[config.mk]
export PLATFORM = sky130hd
export DESIGN_NAME = rf_wb_arbiter
export DESIGN_NICKNAME = d
export VERILOG_FILES = /design/src/rtl/rf_wb_arbiter.sv
export SDC_FILE = /design/constraint.sdc
export NUM_CORES = 1
export LEC_CHECK = 0
export BUFFER_PORTS_ARGS = -buffer_cell sky130_fd_sc_hd__buf_2
export CAP_MARGIN = 20
export CORE_ASPECT_RATIO = 0.8
export CORE_MARGIN = 4
export CORE_UTILIZATION = 36
export DETAILED_ROUTE_END_ITERATION = 10
export PLACE_DENSITY = 0.65
export SKIP_LAST_GASP = 1
export SLEW_MARGIN = 20
export SYNTH_ARGS = -nofsm -noshare
export SYNTH_HDL_FRONTEND = slang
export SYNTH_SLANG_ARGS = --single-unit
[constraint.sdc]
create_clock -name clk -period 3.4 [get_ports clk]
set_input_delay 0.68 -clock clk [delete_from_list [all_inputs] [get_ports clk]]
set_output_delay 0.68 -clock clk [all_outputs]
set_load 0.005 [all_outputs]
[src/rtl/rf_wb_arbiter.sv]
// Register-file write-back arbiter: round-robin between ALU (S0) and load unit (S1),
// one registered write port, per-register busy scoreboard. Optional bypass: RF_WB_BYPASS_EN.
module rf_wb_arbiter #(
  parameter int NREG = 32,
  parameter int AW   = 5,
  parameter int DW   = 32
) (
  input  logic            clk,
  input  logic            rst_n,
  input  logic            i_rsv_en,
  input  logic [AW-1:0]   i_rsv_addr,
  input  logic            i_s0_valid,
  input  logic [AW-1:0]   i_s0_addr,
  input  logic [DW-1:0]   i_s0_data,
  output logic            o_s0_ready,
  input  logic            i_s1_valid,
  input  logic [AW-1:0]   i_s1_addr,
  input  logic [DW-1:0]   i_s1_data,
  output logic            o_s1_ready,
  output logic            o_wr_en,
  output logic [AW-1:0]   o_wr_addr,
  output logic [DW-1:0]   o_wr_data,
  input  logic [AW-1:0]   i_q_addr_1port,
  input  logic [AW-1:0]   i_q_addr_2port,
  output logic            o_q_busy_1port,
  output logic            o_q_busy_2port,
  output logic            o_fwd_vld_1port,
  output logic            o_fwd_vld_2port,
  output logic [DW-1:0]   o_fwd_data,
  output logic [NREG-1:0] o_busy_vec
);

  logic            rr_ptr;
  logic            grant_p0;
  logic [AW-1:0]   gnt_addr_p0;
  logic [DW-1:0]   gnt_data_p0;
  logic            wr_en_p1;
  logic [AW-1:0]   wr_addr_p1;
  logic [DW-1:0]   wr_data_p1;
  logic [NREG-1:0] busy_p1;
  logic [NREG-1:0] busy_nxt;
  logic            q_busy_1;
  logic            q_busy_2;

  // Stage p0: combinational arbitration; rr_ptr only matters when both sources request
  assign o_s0_ready  = i_s0_valid & (~i_s1_valid | ~rr_ptr);
  assign o_s1_ready  = i_s1_valid & (~i_s0_valid |  rr_ptr);
  assign grant_p0    = o_s0_ready | o_s1_ready;
  assign gnt_addr_p0 = o_s0_ready ? i_s0_addr : i_s1_addr;
  assign gnt_data_p0 = o_s0_ready ? i_s0_data : i_s1_data;

  always_comb begin
    busy_nxt = busy_p1;
    if (wr_en_p1)
      busy_nxt[wr_addr_p1] = 1'b0;
    if (i_rsv_en && (i_rsv_addr != '0))
      busy_nxt[i_rsv_addr] = 1'b1;
    busy_nxt[0] = 1'b0;
  end

  // Stage p1: registered write port and scoreboard
  always_ff @(posedge clk or negedge rst_n) begin
    if (!rst_n) begin
      rr_ptr     <= 1'b0;
      wr_en_p1   <= 1'b0;
      wr_addr_p1 <= '0;
      wr_data_p1 <= '0;
      busy_p1    <= '0;
    end else begin
      if (grant_p0) begin
        rr_ptr     <= o_s0_ready;
        wr_addr_p1 <= gnt_addr_p0;
        wr_data_p1 <= gnt_data_p0;
      end
      wr_en_p1 <= grant_p0 && (gnt_addr_p0 != '0);
      busy_p1  <= busy_nxt;
    end
  end

  assign o_wr_en    = wr_en_p1;
  assign o_wr_addr  = wr_addr_p1;
  assign o_wr_data  = wr_data_p1;
  assign o_busy_vec = busy_p1;
  assign q_busy_1   = busy_p1[i_q_addr_1port];
  assign q_busy_2   = busy_p1[i_q_addr_2port];

`ifdef RF_WB_BYPASS_EN
  // A hit means the value is on the write port now, so decode need not stall for it
  assign o_fwd_vld_1port = wr_en_p1 && (wr_addr_p1 == i_q_addr_1port) && (i_q_addr_1port != '0);
  assign o_fwd_vld_2port = wr_en_p1 && (wr_addr_p1 == i_q_addr_2port) && (i_q_addr_2port != '0);
  assign o_fwd_data      = wr_data_p1;
  assign o_q_busy_1port  = q_busy_1 & ~o_fwd_vld_1port;
  assign o_q_busy_2port  = q_busy_2 & ~o_fwd_vld_2port;
`else
  assign o_fwd_vld_1port = 1'b0;
  assign o_fwd_vld_2port = 1'b0;
  assign o_fwd_data      = '0;
  assign o_q_busy_1port  = q_busy_1;
  assign o_q_busy_2port  = q_busy_2;
`endif

endmodule
### Word level (Yosys, flattened, before mapping)

Cells that the tools add are included.

| storage, ports and cells | value |
|---|---|
| register bits | 70 |
| latch bits | 0 |
| memory bits (writable) | 0 |
| ROM bits | 0 |
| output and inout port bits | 108 |
| logic and storage cells | 40 |
| memories kept | 0 |

| cells by class | value |
|---|---|
| add/subtract/negate cells | 0 |
| $mul | 0 |
| div/mod/pow operators | 0 |
| $lt $le $gt $ge | 6 |
| equality and inequality tests | 0 |
| shift operators | 0 |
| mux-type cells | 12 |
| bitwise operators | 11 |
| reduce and logical (&&, ||, !) cells | 6 |

Operators with widths:

| operator | count |
|---|---|
| $mux 32 | 3 |
| $and 32x32->32 | 1 |
| $not 32->32 | 1 |
| $or 32x32->32 | 1 |
| $lt 5x6->1 const B | 4 |
| $bmux 1 s5 | 2 |
| $demux 1 s5 | 2 |
| $ge 5x1->1 const B | 2 |
| $reduce_bool 5->1 | 2 |
| $mux 5 | 1 |
| $logic_and 1x1->1 | 4 |
| $mux 1 | 4 |
| $not 1->1 | 3 |
| $or 1x1->1 | 3 |
| $and 1x1->1 | 2 |

### Logic depth before layout (Yosys ltp)

Gate-level depths: netlist of run 1.

| logic depth | value |
|---|---|
| word-level depth | 9 |
| depth in mapped cells | 7 |
| gate-level depth less buffers | 4 |

### Worst setup path before layout of run 1

No wires, ideal clock.

| timing path | value |
|---|---|
| path kind | input port to output port |
| start | input port i_q_addr_1port[0] |
| end | output port o_q_busy_1port |
| arrival | 1.686 ns |
| setup slack | 1.034 ns |
| stages on the path | 5 |
| cells stage by stage | buf_2 mux4_2 nand2b_1 o211ai_1 nand4_1 |

| between the ends | value |
|---|---|
| word-level cells in the longest chain between the ends | 2 |

Ends and longest elaborated chain:

| item | line | text |
|---|---|---|
| start: declaration | 23 | `input logic [AW-1:0] i_q_addr_1port,` |
| $bmux 1 s5 | 84 | `assign q_busy_1 = busy_p1[i_q_addr_1port];` |
| $mux 1 (implied by the code) | 84 |  |
| end: declaration | 25 | `output logic o_q_busy_1port,` |

No other way between the ends. The select of a mux whose other input is x is not followed.

### Final worst setup path of run 1

| timing path | value |
|---|---|
| start | input port i_s0_valid |
| end | output port o_s1_ready |

| between the ends | value |
|---|---|
| word-level cells in the longest chain between the ends | 3 |

Ends and longest elaborated chain:

| item | line | text |
|---|---|---|
| start: declaration | 12 | `input logic i_s0_valid,` |
| $not 1->1 | 47 | `assign o_s1_ready = i_s1_valid & (~i_s0_valid \| rr_ptr);` |
| $or 1x1->1 | 47 |  |
| $and 1x1->1 | 47 |  |
| end: declaration | 19 | `output logic o_s1_ready,` |

No other way between the ends.

==> results of run 1 <==
power groups by stage:
stage / combinational, mW / sequential, mW / clock, mW
after global placement: 0.953 / 1.43 / 0
after global routing: 1.09 / 1.46 / 1.13
after CTS: 0.980 / 1.41 / 1.10
final: 0.975 / 1.43 / 1.09
after floorplan: 0.549 / 1.30 / 0
after detailed placement: 0.978 / 1.42 / 0
worst max path at each step:
| stage | slack [ps] | startpoint | end | cells after the start |
|---|---|---|---|---|
| floorplan | 1030 | i_q_addr_1port[0] | o_q_busy_1port | 5 |
| global placement | 700 | i_s0_valid | o_s0_ready | 3 |
| detailed placement | 750 | i_s0_valid | o_wr_addr[0] | 7 |
| CTS | 820 | i_s0_valid | o_s1_ready | 6 |
| global route | 690 | i_s0_valid | o_s1_ready | 6 |
| finish | 790 | i_s0_valid | o_s1_ready | 6 |
layout by cell type, fill, tap and decap left out, drive strengths merged, types with 3 or more instances in the layout:
cell / Yosys / final
a21oi: 38 / 38
a22oi: 4 / 4
a31oi: 32 / 32
buf: 45 / 171
bufinv: 0 / 3
clkbuf: 22 / 10
conb: 1 / 35
dfrtp: 70 / 70
inv: 36 / 37
mux2i: 23 / 23
mux4: 6 / 6
nand2: 12 / 12
nand2b: 5 / 5
nand3: 12 / 12
nand3b: 10 / 10
nor2: 41 / 41
nor2b: 4 / 4
o21ai: 70 / 70
o22ai: 32 / 32
or3b: 4 / 4
metal layers:
metal	part of all wire	track usage	vias up
li1	-	-	1953
met1	0.44	0.283	1981
met2	0.46	0.290	202
met3	0.086	0.0318	11
met4	0.010	0.0568	0
met5	0	0	-
final cells by class:
type	instances	area [µm²]
sequential	70	1750
clock inverter	5	106
multi-input combinational	341	1990
timing repair buffer	171	868
inverter	36	135
fill	1095	5790
clock buffer	10	239
tap	144	180
kinds of logic (layout without fill, tap and decap cells):
kind of cell,count (synthesis),in the layout,share of synthesized area
buffers and inverters,103,222,0.128
other,1,35,0.000905
AOI/OAI and AO/OA,183,183,0.248
DFF,70,70,0.423
muxes,29,29,0.0882
and+or+nand+nor,94,94,0.112
registers in the layout (all words and copies together) (netlist names):
register	flops
o_wr_data	32
o_wr_addr	5
rr_ptr	1
o_wr_en	1
o_busy_vec	31
==> results.md, run 1 <==
- Peak VDD IR: around 0.00027 V
- WP data arrival: 1930 ps
- Hold Crit Class: input pin to async pin
- Critical path buffers and inverters: 4
- Yosys top cell area share: 0.423
- Final global-route overflow total: 0
- Die height: 104 µm
- Number of enable flip-flop cells after synthesis: 0
- Vias in the first global route: 4,001
- RSZ-0062 raised after global routing: false
- Largest net degree at the start of global routing: 98
- Vias/cell: 5.34
- Setup Buffers After CTS: 0
- Syn Std Cell Area: 4140 µm²
- Net Switching: 1.19 mW
- Gpl congestion: 0.927
- Antenna Cells: 0
- Finished Layout Cells: 777
- R2r endpoint: o_wr_addr[0]
- # H-tree levels: 3
- Post-synth top flop: dfrtp_1
- Final Skew: 11.3 ps
- Nets: between 700 and 800
- CP Class: input pin to output pin
- PostCTS Resize Cnt: 0
- Slew margin rel.: 0.295
- Clk sinks: 70
- Pwr Total: 3.49 mW
- R2r setup slk: 1750 ps
- CTS Hold Buffers Added: 0
- CTS tree: built
- Longest Clk Path Bufs: 2
- CP most frequent cell: buf_2
- I/O pin count: 202
- Die ar.: 13,300 µm²
- Sum Neg Setup Slack: 0 ps
- Setup crit end kind: output pin
- Routed vias: 4,147
- Dpl hpwl: 9.98 mm
- Synth top cells by count: 70 x dfrtp_1, 70 x o21ai_0, 41 x nor2_1, 38 x a21oi_1, 36 x inv_1
- Final Routed Wirelength: between 10 and 15 mm
- CP Max Fanout: 97
- Synth cell types: 27
- CP Launch Type: input pin
- Max_cap viols: 0
- CP required: 2720 ps
- Initial antenna violation count: 0
- TritonCTS Buffers: 9
- Share of cells above drive strength 1: 0.310
- Synth warnings: 0
- Final setup viols: 0
- Slew @ Worst Pin: between 1000 and 1500 ps
- Syn avg cell area: 8.63 µm²
- Top cell type by total area after synthesis: dfrtp_1
- Final hold slack: 508 ps
- Final period util: 0.766
- Part of the power in combinational logic: 0.279
- R2R cell count: 5
- Die Width: between 100 and 150 µm
- P_leak: 2.50 nW
- Row count: 34
- Core Util, Final: 0.476
- Crit path max-delay family: buffers and inverters
- Final Max Tran Viols: 0
- Core area: 11,100 µm²
- Fin crit period: 2610 ps
- Initial core utilization: 0.375
- Internal power: 2.30 mW
- Wire per inst: 17.4 µm
- Dpl ws: 750 ps
- Syn Inst Count: 480
- Clock power frac: 0.312
- Buffers on Ports: 166
- Clk_lat worst skew: 330 ps
- Share of flip-flops with an asynchronous set or reset: 1.00
- Inst Count DP: 762
- Final Cell Area: 5270 µm²
- Post-synthesis sequential area ratio: 0.423
- CTS clk-pin slew, worst paths: approximately 60 ps
- Number of routed nets with antenna violations: 0
- Root Driver: clkbuf_16
- Cell Area, Placed: 4920 µm²
- Global-route wire length before repair: 20.9 mm
- CP max-delay cell: buf_4
- Status: finished, final reports clean
- Pwr Density: 662 nW/µm²
- Fmax achieved: 0.384 GHz
- Worst setup margin: 795 ps
- Endpoints failing hold: 0
- Max incr delay on CP: 680 ps
- R2r startpoint: rr_ptr
- # DRC: 0
- Synth area leaders: dfrtp_1 42%, o21ai_0 8.5%, buf_4 6.3%
- Area growth, synth to finish: 27.2%
- Starting DRT DRC Count: 464
- Pre-Repair DR Iteration Count: 5
- Part of the power in registers: 0.409
- CP Cell Sequence: buf_2 > buf_4 > nand2b_1 > nand2_1 > inv_1 > buf_2
- Synth Register Bits: 70
- Sw Share: 0.341
- Tot GR Track Use: 0.193
Power figures use the tool's default switching activity.
==> inputs of run 2 (changes only) <==
--- a/config.mk
+++ b/config.mk
@@ -5,13 +5,14 @@
 export SDC_FILE = /design/constraint.sdc
 export NUM_CORES = 1
 export LEC_CHECK = 0
+export ABC_AREA = 1
 export BUFFER_PORTS_ARGS = -buffer_cell sky130_fd_sc_hd__buf_2
 export CAP_MARGIN = 20
 export CORE_ASPECT_RATIO = 0.8
 export CORE_MARGIN = 4
 export CORE_UTILIZATION = 36
 export DETAILED_ROUTE_END_ITERATION = 10
-export PLACE_DENSITY = 0.65
+export PLACE_DENSITY = 0.68
 export SKIP_LAST_GASP = 1
 export SLEW_MARGIN = 20
 export SYNTH_ARGS = -nofsm -noshare
==> constraint.sdc (replaced) <==
create_clock -name clk -period 2.3 [get_ports clk]
set_input_delay 0.46 -clock clk [delete_from_list [all_inputs] [get_ports clk]]
set_output_delay 0.46 -clock clk [all_outputs]
set_load 0.005 [all_outputs]
==> run 2 against run 1 <==
- register-to-register slack got worse by 1100 ps
- first-iteration DRC count fell by 29%
- worst setup slack got worse by 490 ps
- sequential power rose by 48%
- combinational power rose by 43%
- worst hold slack got worse by 380 ps
- cell count rose by 8.8%
- global-route usage rose by 0.66 points
- clock skew fell by 4.5 ps
- clock power rose by 27%
- highest routed layer unchanged
==> results.md, run 2 <==
- PostCTS Resize Cnt: 0 (unchanged)
- CTS tree: built (unchanged)
- Share of cells above drive strength 1: 0.277 (was 0.310)
- CP Max Fanout: 17 (was 97)
- Synth warnings: 0 (unchanged)
- Hold Crit Class: input pin to async pin (unchanged)
- # DRC: 0 (unchanged)
- Pre-Repair DR Iteration Count: 5 (unchanged)
- Peak VDD IR: 0.000368 V (was 0.000270 V)
- CP most frequent cell: nand2_1 (was buf_2)
- Synth area leaders: dfrtp_1 44%, o21ai_0 13%, nand2_1 12% (was dfrtp_1 42%, o21ai_0 8.5%, buf_4 6.3%)
- Final period util: 0.865
- Top cell type by total area after synthesis: dfrtp_1 (unchanged)
- WP data arrival: 1530 ps (was 1930 ps)
- Slew @ Worst Pin: 672 ps (was 1060 ps)
- CTS Hold Buffers Added: 0 (unchanged)
- Slew margin rel.: 0.551 (was 0.295)
- Die ar.: 12,800 µm² (was 13,300 µm²)
- Critical Path Source: i_q_addr_2port[0] (was i_s0_valid)
- Syn Std Cell Area: 3970 µm² (was 4140 µm²)
- Most frequent cell after synthesis: nand2_1
- Most frequent cells in the layout: 166 x buf_2, 124 x nand2_1, 106 x o21ai_0 (was 166 x buf_2, 70 x o21ai_0, 70 x dfrtp_1)
- Worst path depth: 11 (was 6)
- Final Max Tran Viols: 0 (unchanged)
- Nets: 790 (was 723)
- Clk_lat worst skew: 320 ps (was 330 ps)
- CP required: 1840 ps (was 2720 ps)
- Die Width: 125 µm (was 128 µm)
- P_leak: 2.56 nW (was 2.50 nW)
- TritonCTS Buffers: 9 (unchanged)
- Syn Inst Count: 537 (was 480)
- Area growth, synth to finish: 27.4% (was 27.2%)
- Final Skew: 6.76 ps (was 11.3 ps)
- Root Driver: clkbuf_16 (unchanged)
- R2r endpoint: o_wr_data[31] (was o_wr_addr[0])
- Final hold slack: 131 ps (was 508 ps)
- Initial antenna violation count: 0 (unchanged)
- R2r setup slk: 640 ps (was 1750 ps)
- Max reg flops: 32 (unchanged)
- CP Launch Type: input pin (unchanged)
- Starting DRT DRC Count: 329 (was 464)
- Synth top cells by count: 124 x nand2_1, 106 x o21ai_0, 76 x nand3_1, 70 x dfrtp_1, 35 x buf_4 (was 70 x dfrtp_1, 70 x o21ai_0, 41 x nor2_1, 38 x a21oi_1, 36 x inv_1)
- Largest net degree at the start of global routing: 71 (was 98)
- Sum Neg Setup Slack: 0 ps (unchanged)
- Core area: 10,800 µm² (was 11,100 µm²)
- Fmax achieved: 0.502 GHz
- CP max-delay cell: buf_2 (was buf_4)
- Max incr delay on CP: 250 ps (was 680 ps)
- Post-synth top flop: dfrtp_1 (unchanged)
- CP Class: input pin to output pin (unchanged)
- Cell Area, Placed: 4760 µm² (was 4920 µm²)
- Syn avg cell area: 7.40 µm² (was 8.63 µm²)
- Buffers on Ports: 166 (unchanged)
- Pwr Density: 967 nW/µm² (was 662 nW/µm²)
- CP Cell Sequence: buf_2 > inv_2 > nand2_1 > nand3_1 > nand3_1 > nand2_1 > nand2_1 > nand2_1 > nand2_1 > nand2_1 > buf_2 (was buf_2 > buf_4 > nand2b_1 > nand2_1 > inv_1 > buf_2)
- Global-route wire length before repair: 20.6 mm (was 20.9 mm)
- Synth cell types: 18 (was 27)
- Number of enable flip-flop cells after synthesis: 0 (unchanged)
- Synth Register Bits: 70 (unchanged)
- Final Routed Wirelength: 13.0 mm (was 13.5 mm)
- Fin crit period: 1990 ps
- R2r startpoint: rr_ptr (unchanged)
- Initial core utilization: 0.366 (was 0.375)
- Final setup viols: 0 (unchanged)
- Share of flip-flops with an asynchronous set or reset: 1.00 (unchanged)
- Number of routed nets with antenna violations: 0 (unchanged)
- CTS clk-pin slew, worst paths: 50 ps (was 60 ps)
- R2R cell count: 6 (was 5)
- Yosys top cell area share: 0.441 (was 0.423)
- Vias/cell: 5.03 (was 5.34)
- Most common cell after layout, fill and taps aside: buf_2 (unchanged)
- Final Cell Area: 5060 µm² (was 5270 µm²)
- Setup Buffers After CTS: 0 (unchanged)
- Critical path buffers and inverters: 3 (was 4)
- Post-synthesis sequential area ratio: 0.441 (was 0.423)
- Setup crit end kind: output pin (unchanged)
- Setup crit end: o_q_busy_2port (was o_s1_ready)
- Clk sinks: 70 (unchanged)
- Wire per inst: 15.3 µm (was 17.4 µm)
- Die height: 102 µm (was 104 µm)
- Dpl hpwl: 10.1 mm (was 9.98 mm)
- I/O pin count: 202 (unchanged)
- Crit path max-delay family: buffers and inverters (unchanged)
- Antenna Cells: 0 (unchanged)
- Final global-route overflow total: 0 (unchanged)
- Endpoints failing hold: 0 (unchanged)
- Row count: 34 (unchanged)
- Vias in the first global route: 4,056 (was 4,001)
- RSZ-0062 raised after global routing: false (unchanged)
- Gpl congestion: 0.971 (was 0.927)
- Routed vias: 4,253 (was 4,147)
- Longest Clk Path Bufs: 2 (unchanged)
- Max_cap viols: 0 (unchanged)
- # H-tree levels: 3 (unchanged)
- Status: finished, final reports clean (unchanged)
- Tot GR Track Use: 0.199 (was 0.193)
-- run 2: cell families after synthesis --
family                 Yosys count  share of synthesized area
flip-flops                      70                      0.441
other                            1                   0.000944
AO/OA/AOI/OAI                  138                      0.175
buffers and inverters           90                      0.132
AND/OR/NAND/NOR                238                      0.251
-- run 2: where the power goes --
part	total, mW	switching (mW)	internal, mW	leakage (nW)
registers	2.12	0.519	1.61	0.811
clock network	1.38	0.484	0.892	0.152
logic	1.39	0.782	0.611	1.60
-- run 2: cell type report --
cell class | count | area, µm²
Clock buffer | 12 | 256
Clock inverter | 4 | 45.0
Fill cell | 1099 | 5790
Inverter | 33 | 124
Multi-Input combinational cell | 411 | 1820
Sequential cell | 70 | 1750
Tap cell | 144 | 180
Timing Repair Buffer | 171 | 881
-- run 2: how the worst min path moves through the flow --
stage / from / to / slack, ps / cells after the start
floorplan: rst_n / o_busy_vec[10] / 160 / 0
global placement: o_wr_data[11] / o_wr_data[11] / 470 / 2
detailed placement: o_wr_data[16] / o_wr_data[16] / 480 / 2
CTS: rst_n / o_wr_data[23] / 170 / 2
global route: rst_n / o_wr_data[23] / 180 / 2
finish: rst_n / o_wr_data[23] / 130 / 2
-- run 2: metrics by stage --
| step | instances | setup WS [ps] | power, mW | util |
|---|---|---|---|---|
| global placement | 829 | 361 | 3.50 | 0.439 |
| detailed placement | 829 | 337 | 3.53 | 0.439 |
| floorplan | 571 | 662 | 2.67 | - |
| finish | 845 | 310 | 4.89 | 0.467 |
| global route | 845 | 189 | 5.24 | 0.467 |
| CTS | 845 | 335 | 4.92 | 0.467 |
-- run 2: routing by layer --
layer | vias up | share of wire | track usage
met5 | - | 0 | 0
met4 | 0 | 0.013 | 0.0650
met3 | 17 | 0.099 | 0.0481
met2 | 218 | 0.47 | 0.327
met1 | 1985 | 0.42 | 0.263
li1 | 2033 | - | -
==> inputs of run 3 (changes only) <==
--- a/config.mk
+++ b/config.mk
@@ -10,9 +10,10 @@
 export CAP_MARGIN = 20
 export CORE_ASPECT_RATIO = 0.8
 export CORE_MARGIN = 4
-export CORE_UTILIZATION = 36
+export CORE_UTILIZATION = 37
+export CTS_CLUSTER_SIZE = 8
 export DETAILED_ROUTE_END_ITERATION = 10
-export PLACE_DENSITY = 0.68
+export PLACE_DENSITY = 0.7
 export SKIP_LAST_GASP = 1
 export SLEW_MARGIN = 20
 export SYNTH_ARGS = -nofsm -noshare
==> run 3 against run 2 <==
- clock-buffer cell count is 3 lower
- sequential power hardly changed
- power is 1.7% higher
- largest power group unchanged
- via count is 1.4% lower
- highest routed layer unchanged
- sequential share of layout area is 0.17 points lower
- maximum frequency is 1.6% higher
- sequential cell count stayed put
- worst setup slack better by 31 ps
==> results.md, run 3 (same netlist as run 2, synthesis figures left out) <==
- Finished Layout Cells: 842 (was 845)
- Sw Share: 0.363 (was 0.365)
- Endpoints failing hold: 0 (unchanged)
- Longest Clk Path Bufs: 2 (unchanged)
- Pwr Density: 978 nW/µm² (was 967 nW/µm²)
- Hold Crit Class: input pin to async pin (unchanged)
- CTS clk-pin slew, worst paths: 50 ps (about the same)
- Most frequent cells in the layout: 166 x buf_2, 124 x nand2_1, 106 x o21ai_0 (unchanged)
- Final global-route overflow total: 0 (unchanged)
- Buffers on Ports: 166 (unchanged)
- I/O pin count: 202 (unchanged)
- TritonCTS Buffers: 9 (unchanged)
- Number of routed nets with antenna violations: 0 (unchanged)
- Wire per inst: 15.2 µm (was 15.3 µm)
- CP Launch Type: input pin (unchanged)
- Final setup viols: 0 (unchanged)
- Most common cell after layout, fill and taps aside: buf_2 (unchanged)
- Pwr Total: 4.98 mW (was 4.89 mW)
- Die Width: 124 µm (was 125 µm)
- FF/Latch Area: 1750 µm² (unchanged)
- Part of the power in registers: 0.423 (was 0.434)
- Max_cap viols: 0 (unchanged)
- Critical path buffers and inverters: 3 (unchanged)
- CP required: 1840 ps (about the same)
- Gpl congestion: 0.915 (was 0.971)
- CP most frequent cell: nand2_1 (unchanged)
- # DRC: 0 (unchanged)
- Root Driver: clkbuf_16 (unchanged)
- WP data arrival: 1500 ps (was 1530 ps)
- Routed vias: 4,194 (was 4,253)
- Die height: 101 µm (was 102 µm)
- Nets: 791 (was 790)
- Sum Neg Setup Slack: 0 ps (unchanged)
- Peak VDD IR: 0.000433 V (was 0.000368 V)
- Tot GR Track Use: 0.207 (was 0.199)
- Global-route wire length before repair: 20.3 mm (was 20.6 mm)
- Vias/cell: 4.98 (was 5.03)
- CP Class: input pin to output pin (unchanged)
- P_leak: 2.57 nW (was 2.56 nW)
- # H-tree levels: 3 (unchanged)
- Antenna Cells: 0 (unchanged)
- Slew @ Worst Pin: 650 ps (was 672 ps)
- CP Cell Sequence: buf_2 > inv_2 > nand2_1 > nand3_1 > nand3_1 > nand2_1 > nand2_1 > nand2_1 > nand2_1 > nand2_1 > buf_2 (unchanged)
- Fill cells: 1,017 (was 1,099)
- Status: finished, final reports clean (unchanged)
- Final Routed Wirelength: 12.8 mm (was 13.0 mm)
- CTS Hold Buffers Added: 0 (unchanged)
- Max reg flops: 32 (unchanged)
- GRT met2 Usage: 0.318 (was 0.327)
- Crit path max-delay family: simple AND/OR/NAND/NOR gates (was buffers and inverters)
- Setup Buffers After CTS: 0 (unchanged)
- Final hold slack: 151 ps (was 131 ps)
- CTS tree: built (unchanged)
- Met3 Use GR: 0.0488 (was 0.0481)
- CP Max Fanout: 15 (was 17)
- Part of the power in combinational logic: 0.281 (was 0.285)
- RSZ-0062 raised after global routing: false (unchanged)
- Vias in the first global route: 3,930 (was 4,056)
- Share of cells above drive strength 1: 0.279 (was 0.277)
- Net Switching: 1.81 mW (was 1.79 mW)
- Starting DRT DRC Count: 394 (was 329)
- Fin crit period: 1960 ps (was 1990 ps)
- CP max-delay cell: inv_2 (was buf_2)
- Final period util: 0.852 (was 0.865)
- Die ar.: 12,500 µm² (was 12,800 µm²)
- Fmax achieved: 0.510 GHz (was 0.502 GHz)
- Clock power frac: 0.296 (was 0.281)
- Top Usage Layer GRT: met2 (unchanged)
- PostCTS Resize Cnt: 0 (unchanged)
- Pre-Repair DR Iteration Count: 4 (was 5)
- Slew margin rel.: 0.566 (was 0.551)
- Initial core utilization: 0.383 (was 0.366)
- Max incr delay on CP: 210 ps (was 250 ps)
- Multi-input logic area: 1820 µm² (unchanged)
- Inst Count DP: 826 (was 829)
- Clk_lat worst skew: 320 ps (about the same)
- Clk sinks: 70 (unchanged)
- Initial antenna violation count: 0 (unchanged)
- Area growth, synth to finish: 28.1% (was 27.4%)
- Setup crit end kind: output pin (unchanged)
- Largest net degree at the start of global routing: 71 (unchanged)
- Dpl hpwl: 10.0 mm (was 10.1 mm)
- Row count: 33 (was 34)
- Final Skew: 6.94 ps (was 6.76 ps)
- Met1 Use GR: 0.288 (was 0.263)
- Final Max Tran Viols: 0 (unchanged)
- Internal power: 3.17 mW (was 3.11 mW)
- Core area: 10,400 µm² (was 10,800 µm²)
run 3: changes by cell type in the layout (fill, tap and decap cells not counted):
cell / change
clkinv_4: +3
clkinvlp_4: +1
clkinv_2: -2
bufinv_16: +1
clkbuf_1: -1
clkbuf_8: -2
buf_4: +1
run 3: layout make-up:
cell class                 count  share of cell area
tap                          140              0.0344
inverter                      33              0.0243
clock inverter                 7              0.0194
multi-input combinational    411               0.359
timing repair buffer         172               0.175
clock buffer                   9              0.0443
sequential                    70               0.344
run 3: worst paths after layout:
| kind | startpoint | end | slack [ps] | depth (start not counted) |
|---|---|---|---|---|
| setup / recovery | i_q_addr_1port[0] | o_q_busy_1port | 340 | 11 |
| hold / removal | rst_n | o_wr_data[24] | 150 | 2 |
| setup reg to reg | rr_ptr | o_wr_en | 700 | 7 |
| hold reg to reg | o_wr_data[12] | o_wr_data[12] | 490 | 2 |
| max in group asynchronous | rst_n | o_busy_vec[7] | 1860 | 2 |
| min in group clk | i_s1_valid | rr_ptr | 350 | 2 |
run 3: layer usage:
metal	share of wire	up-vias	wire length, µm
li1	-	2033	-
met5	0	-	0
met2	0.47	202	5980
met3	0.094	10	1200
met1	0.43	1949	5520
met4	0.0099	0	127
run 3: metrics by stage:
stage | util | instance area, µm² | setup WS (ps)
finish | 0.491 | 5090 | 340
global route | 0.491 | 5090 | 168
CTS | 0.491 | 5090 | 367
detailed placement | 0.460 | 4760 | 369
global placement | 0.460 | 4760 | 407
floorplan | - | 4100 | 662
run 3: power by group through the flow:
stage	sequential, mW	clock, mW	combinational (mW)
after global routing	2.15	1.55	1.61
after CTS	2.09	1.50	1.41
final	2.10	1.47	1.40
after global placement	2.11	0	1.36
after detailed placement	2.11	0	1.41
after floorplan	1.94	0	0.733
